===== src/rtl/i2c_slave_ctl_if.sv =====
// i2c_slave_ctl_if: pad, host-side and status signals of the I2C target engine
interface i2c_slave_ctl_if;
    logic       i_enable;
    logic [6:0] i_slave_addr;
    logic       i_scl;
    logic       o_scl_oen;
    logic       i_sda;
    logic       o_sda_oen;
    logic [7:0] o_rx_data;
    logic       o_rx_valid;
    logic [7:0] i_tx_data;
    logic       i_tx_valid;
    logic       o_tx_ack;
    logic       o_busy;
    logic       o_rw;
    logic       o_start_det;
    logic       o_stop_det;
    logic       o_master_nack;

    modport slave (
        input  i_enable, i_slave_addr, i_scl, i_sda, i_tx_data, i_tx_valid,
        output o_scl_oen, o_sda_oen, o_rx_data, o_rx_valid, o_tx_ack,
               o_busy, o_rw, o_start_det, o_stop_det, o_master_nack
    );

    modport master (
        output i_enable, i_slave_addr, i_scl, i_sda, i_tx_data, i_tx_valid,
        input  o_scl_oen, o_sda_oen, o_rx_data, o_rx_valid, o_tx_ack,
               o_busy, o_rw, o_start_det, o_stop_det, o_master_nack
    );
endinterface


===== src/rtl/i2c_slave_ctl.sv =====
// i2c_slave_ctl: I2C target bit/byte engine with input filtering, address match and SCL stretching
module i2c_slave_ctl #(
    parameter int FILTER_LEN = 3,
    parameter int SDA_HOLD   = 4
) (
    input logic             i_sysclk,
    input logic             i_reset,
    i2c_slave_ctl_if.slave  bus
);
    localparam int HW = $clog2(SDA_HOLD + 1);

    typedef enum logic [2:0] {
        S_IDLE, S_ADDR, S_ADDR_ACK, S_WR_DATA, S_WR_ACK, S_RD_LOAD, S_RD_DATA, S_RD_ACK
    } state_t;

    state_t        state;
    logic [1:0]    pin_s1, pin_s2, filt, filt_p;
    logic [1:0][2:0] flt_cnt;
    logic [2:0]    bit_cnt;
    logic [7:0]    shreg;
    logic [HW-1:0] hold_cnt;
    logic          scl, sda, scl_rise, scl_fall, start, stop, hold_evt;

    assign scl      = filt[0];
    assign sda      = filt[1];
    assign scl_rise = scl & ~filt_p[0];
    assign scl_fall = ~scl & filt_p[0];
    assign start    = ~sda & filt_p[1] & scl;
    assign stop     = sda & ~filt_p[1] & scl;
    assign hold_evt = hold_cnt == HW'(1);

    // Synchronise SCL/SDA and only accept a new level after FILTER_LEN agreeing samples
    always_ff @(posedge i_sysclk or posedge i_reset) begin
        if (i_reset) begin
            pin_s1  <= '1;
            pin_s2  <= '1;
            filt    <= '1;
            filt_p  <= '1;
            flt_cnt <= '0;
        end else if (!bus.i_enable) begin
            pin_s1  <= '1;
            pin_s2  <= '1;
            filt    <= '1;
            filt_p  <= '1;
            flt_cnt <= '0;
        end else begin
            pin_s1 <= {bus.i_sda, bus.i_scl};
            pin_s2 <= pin_s1;
            filt_p <= filt;
            for (int i = 0; i < 2; i++) begin
                if (pin_s2[i] == filt[i]) begin
                    flt_cnt[i] <= '0;
                end else if (flt_cnt[i] == 3'(FILTER_LEN - 1)) begin
                    filt[i]    <= pin_s2[i];
                    flt_cnt[i] <= '0;
                end else begin
                    flt_cnt[i] <= flt_cnt[i] + 3'd1;
                end
            end
        end
    end

    // Protocol FSM; the hold timer restarts on every SCL fall and SDA moves when it hits 1.
    // SDA_HOLD >= 2 keeps the read-load cycle ahead of the MSB hold point.
    always_ff @(posedge i_sysclk or posedge i_reset) begin
        if (i_reset) begin
            state             <= S_IDLE;
            bit_cnt           <= '0;
            shreg             <= '0;
            hold_cnt          <= '0;
            bus.o_scl_oen     <= 1'b1;
            bus.o_sda_oen     <= 1'b1;
            bus.o_rx_data     <= '0;
            bus.o_rx_valid    <= 1'b0;
            bus.o_tx_ack      <= 1'b0;
            bus.o_busy        <= 1'b0;
            bus.o_rw          <= 1'b0;
            bus.o_start_det   <= 1'b0;
            bus.o_stop_det    <= 1'b0;
            bus.o_master_nack <= 1'b0;
        end else if (!bus.i_enable) begin
            state             <= S_IDLE;
            bit_cnt           <= '0;
            shreg             <= '0;
            hold_cnt          <= '0;
            bus.o_scl_oen     <= 1'b1;
            bus.o_sda_oen     <= 1'b1;
            bus.o_rx_data     <= '0;
            bus.o_rx_valid    <= 1'b0;
            bus.o_tx_ack      <= 1'b0;
            bus.o_busy        <= 1'b0;
            bus.o_rw          <= 1'b0;
            bus.o_start_det   <= 1'b0;
            bus.o_stop_det    <= 1'b0;
            bus.o_master_nack <= 1'b0;
        end else begin
            bus.o_rx_valid    <= 1'b0;
            bus.o_tx_ack      <= 1'b0;
            bus.o_start_det   <= 1'b0;
            bus.o_stop_det    <= 1'b0;
            bus.o_master_nack <= 1'b0;
            hold_cnt <= scl_fall ? HW'(SDA_HOLD) : hold_cnt - HW'(hold_cnt != '0);
            if (start) begin
                state           <= S_ADDR;
                bit_cnt         <= '0;
                bus.o_scl_oen   <= 1'b1;
                bus.o_sda_oen   <= 1'b1;
                bus.o_busy      <= 1'b0;
                bus.o_start_det <= 1'b1;
            end else if (stop) begin
                state          <= S_IDLE;
                bus.o_scl_oen  <= 1'b1;
                bus.o_sda_oen  <= 1'b1;
                bus.o_busy     <= 1'b0;
                bus.o_stop_det <= 1'b1;
            end else begin
                case (state)
                    S_ADDR: if (scl_rise) begin
                        shreg   <= {shreg[6:0], sda};
                        bit_cnt <= bit_cnt + 3'd1;
                        if (bit_cnt == 3'd7) begin
                            bus.o_rw   <= sda;
                            bus.o_busy <= shreg[6:0] == bus.i_slave_addr;
                            state      <= shreg[6:0] == bus.i_slave_addr ? S_ADDR_ACK : S_IDLE;
                        end
                    end
                    S_ADDR_ACK, S_WR_ACK: if (hold_evt && bus.o_sda_oen) begin
                        bus.o_sda_oen <= 1'b0;
                    end else if (scl_fall && !bus.o_sda_oen) begin
                        bus.o_sda_oen <= 1'b1;
                        state <= (state == S_WR_ACK || !bus.o_rw) ? S_WR_DATA : S_RD_LOAD;
                    end
                    S_WR_DATA: if (scl_rise) begin
                        shreg   <= {shreg[6:0], sda};
                        bit_cnt <= bit_cnt + 3'd1;
                        if (bit_cnt == 3'd7) begin
                            bus.o_rx_data  <= {shreg[6:0], sda};
                            bus.o_rx_valid <= 1'b1;
                            state          <= S_WR_ACK;
                        end
                    end
                    S_RD_LOAD: if (bus.i_tx_valid) begin
                        bus.o_tx_ack <= 1'b1;
                        state        <= S_RD_DATA;
                        shreg        <= bus.o_scl_oen ? bus.i_tx_data : {bus.i_tx_data[6:0], 1'b0};
                        if (!bus.o_scl_oen) begin
                            bus.o_sda_oen <= bus.i_tx_data[7];
                            hold_cnt      <= HW'(SDA_HOLD);
                        end
                    end else begin
                        bus.o_scl_oen <= 1'b0;
                    end
                    S_RD_DATA: if (hold_evt) begin
                        if (!bus.o_scl_oen) begin
                            bus.o_scl_oen <= 1'b1;
                        end else begin
                            bus.o_sda_oen <= shreg[7];
                            shreg         <= {shreg[6:0], 1'b0};
                        end
                    end else if (scl_rise) begin
                        bit_cnt <= bit_cnt + 3'd1;
                    end else if (scl_fall && bit_cnt == 3'd0) begin
                        bus.o_sda_oen <= 1'b1;
                        state         <= S_RD_ACK;
                    end
                    S_RD_ACK: if (scl_rise && sda) begin
                        bus.o_master_nack <= 1'b1;
                        bus.o_sda_oen     <= 1'b1;
                        bus.o_busy        <= 1'b0;
                        state             <= S_IDLE;
                    end else if (scl_fall) begin
                        state <= S_RD_LOAD;
                    end
                    default: state <= S_IDLE;
                endcase
            end
        end
    end
endmodule

===== src/flat_wrapper.sv =====
// flat-port wrapper written by rule: the top's interface ports become plain ports
module i2c_slave_ctl_flat 
#(
    parameter int FILTER_LEN = 3,
    parameter int SDA_HOLD   = 4
)
  (i_sysclk, i_reset, bus_i_enable, bus_i_slave_addr, bus_i_scl, bus_i_sda, bus_i_tx_data, bus_i_tx_valid, bus_o_scl_oen, bus_o_sda_oen, bus_o_rx_data, bus_o_rx_valid, bus_o_tx_ack, bus_o_busy, bus_o_rw, bus_o_start_det, bus_o_stop_det, bus_o_master_nack);
  i2c_slave_ctl_if bus_i ();
  input logic i_sysclk;
  input logic i_reset;
  input wire logic [$bits(bus_i.i_enable)-1:0] bus_i_enable;
  input wire logic [$bits(bus_i.i_slave_addr)-1:0] bus_i_slave_addr;
  input wire logic [$bits(bus_i.i_scl)-1:0] bus_i_scl;
  input wire logic [$bits(bus_i.i_sda)-1:0] bus_i_sda;
  input wire logic [$bits(bus_i.i_tx_data)-1:0] bus_i_tx_data;
  input wire logic [$bits(bus_i.i_tx_valid)-1:0] bus_i_tx_valid;
  output wire logic [$bits(bus_i.o_scl_oen)-1:0] bus_o_scl_oen;
  output wire logic [$bits(bus_i.o_sda_oen)-1:0] bus_o_sda_oen;
  output wire logic [$bits(bus_i.o_rx_data)-1:0] bus_o_rx_data;
  output wire logic [$bits(bus_i.o_rx_valid)-1:0] bus_o_rx_valid;
  output wire logic [$bits(bus_i.o_tx_ack)-1:0] bus_o_tx_ack;
  output wire logic [$bits(bus_i.o_busy)-1:0] bus_o_busy;
  output wire logic [$bits(bus_i.o_rw)-1:0] bus_o_rw;
  output wire logic [$bits(bus_i.o_start_det)-1:0] bus_o_start_det;
  output wire logic [$bits(bus_i.o_stop_det)-1:0] bus_o_stop_det;
  output wire logic [$bits(bus_i.o_master_nack)-1:0] bus_o_master_nack;
  assign bus_i.i_enable = bus_i_enable;
  assign bus_i.i_slave_addr = bus_i_slave_addr;
  assign bus_i.i_scl = bus_i_scl;
  assign bus_i.i_sda = bus_i_sda;
  assign bus_i.i_tx_data = bus_i_tx_data;
  assign bus_i.i_tx_valid = bus_i_tx_valid;
  assign bus_o_scl_oen = bus_i.o_scl_oen;
  assign bus_o_sda_oen = bus_i.o_sda_oen;
  assign bus_o_rx_data = bus_i.o_rx_data;
  assign bus_o_rx_valid = bus_i.o_rx_valid;
  assign bus_o_tx_ack = bus_i.o_tx_ack;
  assign bus_o_busy = bus_i.o_busy;
  assign bus_o_rw = bus_i.o_rw;
  assign bus_o_start_det = bus_i.o_start_det;
  assign bus_o_stop_det = bus_i.o_stop_det;
  assign bus_o_master_nack = bus_i.o_master_nack;
  i2c_slave_ctl #(.FILTER_LEN(FILTER_LEN), .SDA_HOLD(SDA_HOLD)) u_core (.i_sysclk(i_sysclk), .i_reset(i_reset), .bus(bus_i));
endmodule

===== config.mk =====
export PLATFORM = sky130hd
export DESIGN_NAME = i2c_slave_ctl_flat
export DESIGN_NICKNAME = d
export VERILOG_FILES = /design/src/rtl/i2c_slave_ctl_if.sv /design/src/rtl/i2c_slave_ctl.sv /design/src/flat_wrapper.sv
export SDC_FILE = /design/constraint.sdc
export NUM_CORES = 1
export LEC_CHECK = 0
export CAP_MARGIN = 20
export CORE_ASPECT_RATIO = 2
export CORE_UTILIZATION = 60
export CTS_BUF_LIST = sky130_fd_sc_hd__clkbuf_8
export DETAILED_ROUTE_END_ITERATION = 16
export PLACE_DENSITY = 0.83
export RECOVER_POWER = 50
export SETUP_SLACK_MARGIN = 0.2
export SYNTH_ARGS = -nofsm -noshare
export SYNTH_HDL_FRONTEND = slang
export SYNTH_SLANG_ARGS = --single-unit

===== constraint.sdc =====
create_clock -name i_sysclk -period 2.99 [get_ports i_sysclk]
set_input_delay 0.897 -clock i_sysclk [delete_from_list [all_inputs] [get_ports i_sysclk]]
set_output_delay 0.897 -clock i_sysclk [all_outputs]
set_load 0.05 [all_outputs]

==> impl_results.md <==
* Status: finished, final reports clean
* Total grt overflow at 0
* Cell variety after synth at 50
* ANT cells at 0
* Worst-margin pin slew at 0.826 ns
* Cells after synthesis at 285
* H-Tree Depth at 2
* Clk Latency, worst-skew pair at 0.29 ns
* Largest net degree at the start of global routing at 24
* FF+latch area at 1210 um^2
* Vias in the first global route at 2253
* Fill count at 317
* Final instance area at 3270 um^2
* Core area at 4380 um^2
* Initial Util at 0.626
* WP data required at 2.09 ns
* HP Start: u_core.pin_s1[0]
* Worst path bufs/invs at 1
* Sequential area share after synthesis at 0.443
* Worst setup path start: u_core.bus.o_sda_oen
* Worst r2r src: u_core.filt[0]
* Ranking of synthesized cells by area: dfrtp_1 (35%), mux2i_1 (10%), dfstp_2 (9.6%)
* Async SR Flop Fraction at 1.00
* Syn_nets at 311
* Crit-path cells: clkdlybuf4s50_1
* Setup TNS at 0 ns
* CP Max Fanout at 5
* First-pass GRT wire length at 10300 um
* Slowest CP cell: clkdlybuf4s50_1
* RSZ-0062 raised after global routing: no
* Hpwl dp at 4440 um
* Min Tclk post-route at 2.57 ns
* Num rows at 34
* Multi-input gate area at 1420 um^2
* Synth-to-Final Area Change at 19.1%
* CP arrival at 1.67 ns
* Final setup fails at 0
* Number of enable flip-flop cells after synthesis at 0
* Sink Count at 48
* Post-Route WL at 6070 um
* VDD IR max at 362 uV
* Placed cells at 367
* TritonCTS Buffers at 5
* Kind of critical path: reg -> out
* Final Skew at 0.00370 ns
* Die H at 97.6 um
* DRC violations left at 0
* Cell Pwr Density at 415 nW/um^2
* Gr usage total at 0.278
* CP delay by family, top: buffers and inverters
* Routed WL per cell at 16.2 um
* Post-route ant nets at 0
* Post-CTS Setup Bufs at 0
* Part of the cycle the worst path needs at 0.860
* Vias at 2223
* Reg clk slew, reported paths at 0.09 ns
* CTS Buffer Depth at 2
* Non-filler cells, final at 375
* Most common library cells after synthesis: dfrtp_1 (38), mux2i_1 (28), nand2_1 (28)
* Clk root buf: clkbuf_8
* TritonCTS clock tree: yes
* Max frequency at 0.389 GHz
* Most frequent cell after synthesis: dfrtp_1
* Post-synthesis cell area at 2740 um^2
* Slowest cell delay on critical path at 0.80 ns
* Main synth FF type: dfrtp_1
* Hold Path Class: reg -> reg
* Die area at 4860 um^2
* Relative slew margins at 0.449
* Max cap viols at 0
* Initial DRC count at 41
* Slew Viols, Final at 0
* Pre-antenna DRT Iters at 4
* Cell Area, Placed at 3170 um^2
* Layout cells sized above 1 at 0.0841
* Final Hold Fails at 0
* Cell taking the most area after synthesis: dfrtp_1
* Crit path launch type: flip-flop
* Port Buffers at 37
* Initial antenna violation count at 0
* Setup crit end kind: output pin
* Pleak at 0.00143 uW
* Area fraction of the dominant cell type after synthesis at 0.347
* Warnings from Yosys at 0
* Nets at 346
* #FFs+latches synth at 48
* Mapped Avg Cell Area at 9.62 um^2
* Vias per cell at 5.93
* Final GP Congestion at 0.943
* Hold_buf cts at 0
* Width of the chip at 49.8 um
* IO Pins at 38
-- flip-flops by register name, indices dropped and copies added, names as in the netlist, 2 cells and up --
signal / cells
u_core.filt_p: 2
u_core.flt_cnt: 6
u_core.hold_cnt: 3
u_core.shreg: 8
u_core.pin_s1: 2
u_core.bit_cnt: 3
u_core.pin_s2: 2
u_core.filt: 2
u_core.state: 3
u_core.bus.o_rx_data: 8
-- power breakdown --
part | internal (uW) | leakage, uW | switching (uW)
Sequential | 677 | 0.000630 | 24.2
Clock | 245 | 0.0000593 | 219
Combinational | 95.8 | 0.000740 | 95.5
-- final timing paths --
path | end | slack [ns] | cells past startpoint
max | bus_o_sda_oen | 0.42 | 1
min | u_core.pin_s2[0] | 0.49 | 1
max reg2reg | u_core.state[2] | 0.83 | 5
min reg2reg | u_core.pin_s2[0] | 0.49 | 1
max in group asynchronous | u_core.bus.o_master_nack | 0.65 | 3
min in group asynchronous | u_core.flt_cnt[4] | 1.19 | 2
-- through the flow --
| stage | setup WS [ns] | utilization | power (uW) | hold slack, ns |
|---|---|---|---|---|
| finish | 0.419 | 0.746 | 1360 | 0.489 |
| detailed placement | 0.476 | 0.724 | 907 | 0.480 |
| global placement | 0.511 | 0.724 | 895 | 0.468 |
| CTS | 0.406 | 0.748 | 1370 | 0.493 |
| global route | 0.316 | 0.746 | 1420 | 0.511 |
| floorplan | 0.851 | - | 836 | 0.464 |
-- placed cells by master, fill, tap and decap left out, drive strengths merged, types with 3 or more instances in the layout --
cell and count:
clkbuf 8, nand2 28, buf 4, clkdlybuf4s50 34, dfstp 10, nor2 17
or4 3, o21ai 19, xnor2 5, dfrtp 38, nor2b 21, nand2b 9
xor2 9, nor3 5, inv 13, and3b 3, a21oi 8, nand3 4
nand3b 4, and2 4, ha 5, mux2i 28, nor4 3
-- per-layer routing --
metal,vias up,wire [um],global-route usage
met4,0,361,0.187
li1,1055,-,-
met5,-,0,0
met3,30,230,0.0250
met1,1056,2260,0.317
met2,82,3220,0.475
-- cell families after synthesis --
group,share of synthesized area
buffers and inverters,0.0411
AOI/OAI and AO/OA,0.113
and+or+nand+nor,0.226
xor gates and xnor gates,0.0447
DFF,0.443
muxes,0.110
adders and majority gates,0.0228
-- final cells by class --
class / instances / share of cell area
Sequential cell: 48 / 0.372
Timing Repair Buffer: 44 / 0.126
Multi-Input combinational cell: 209 / 0.435
Inverter: 12 / 0.0138
Clock inverter: 3 / 0.0119
Clock buffer: 5 / 0.0211
Tap cell: 54 / 0.0207
-- timing repair --
action	in CTS	in global routing
endpoints found under the setup margin	1	0
endpoints found under the hold margin	0	0
gates resized for setup	1	0
Power figures use the tool's default switching activity.
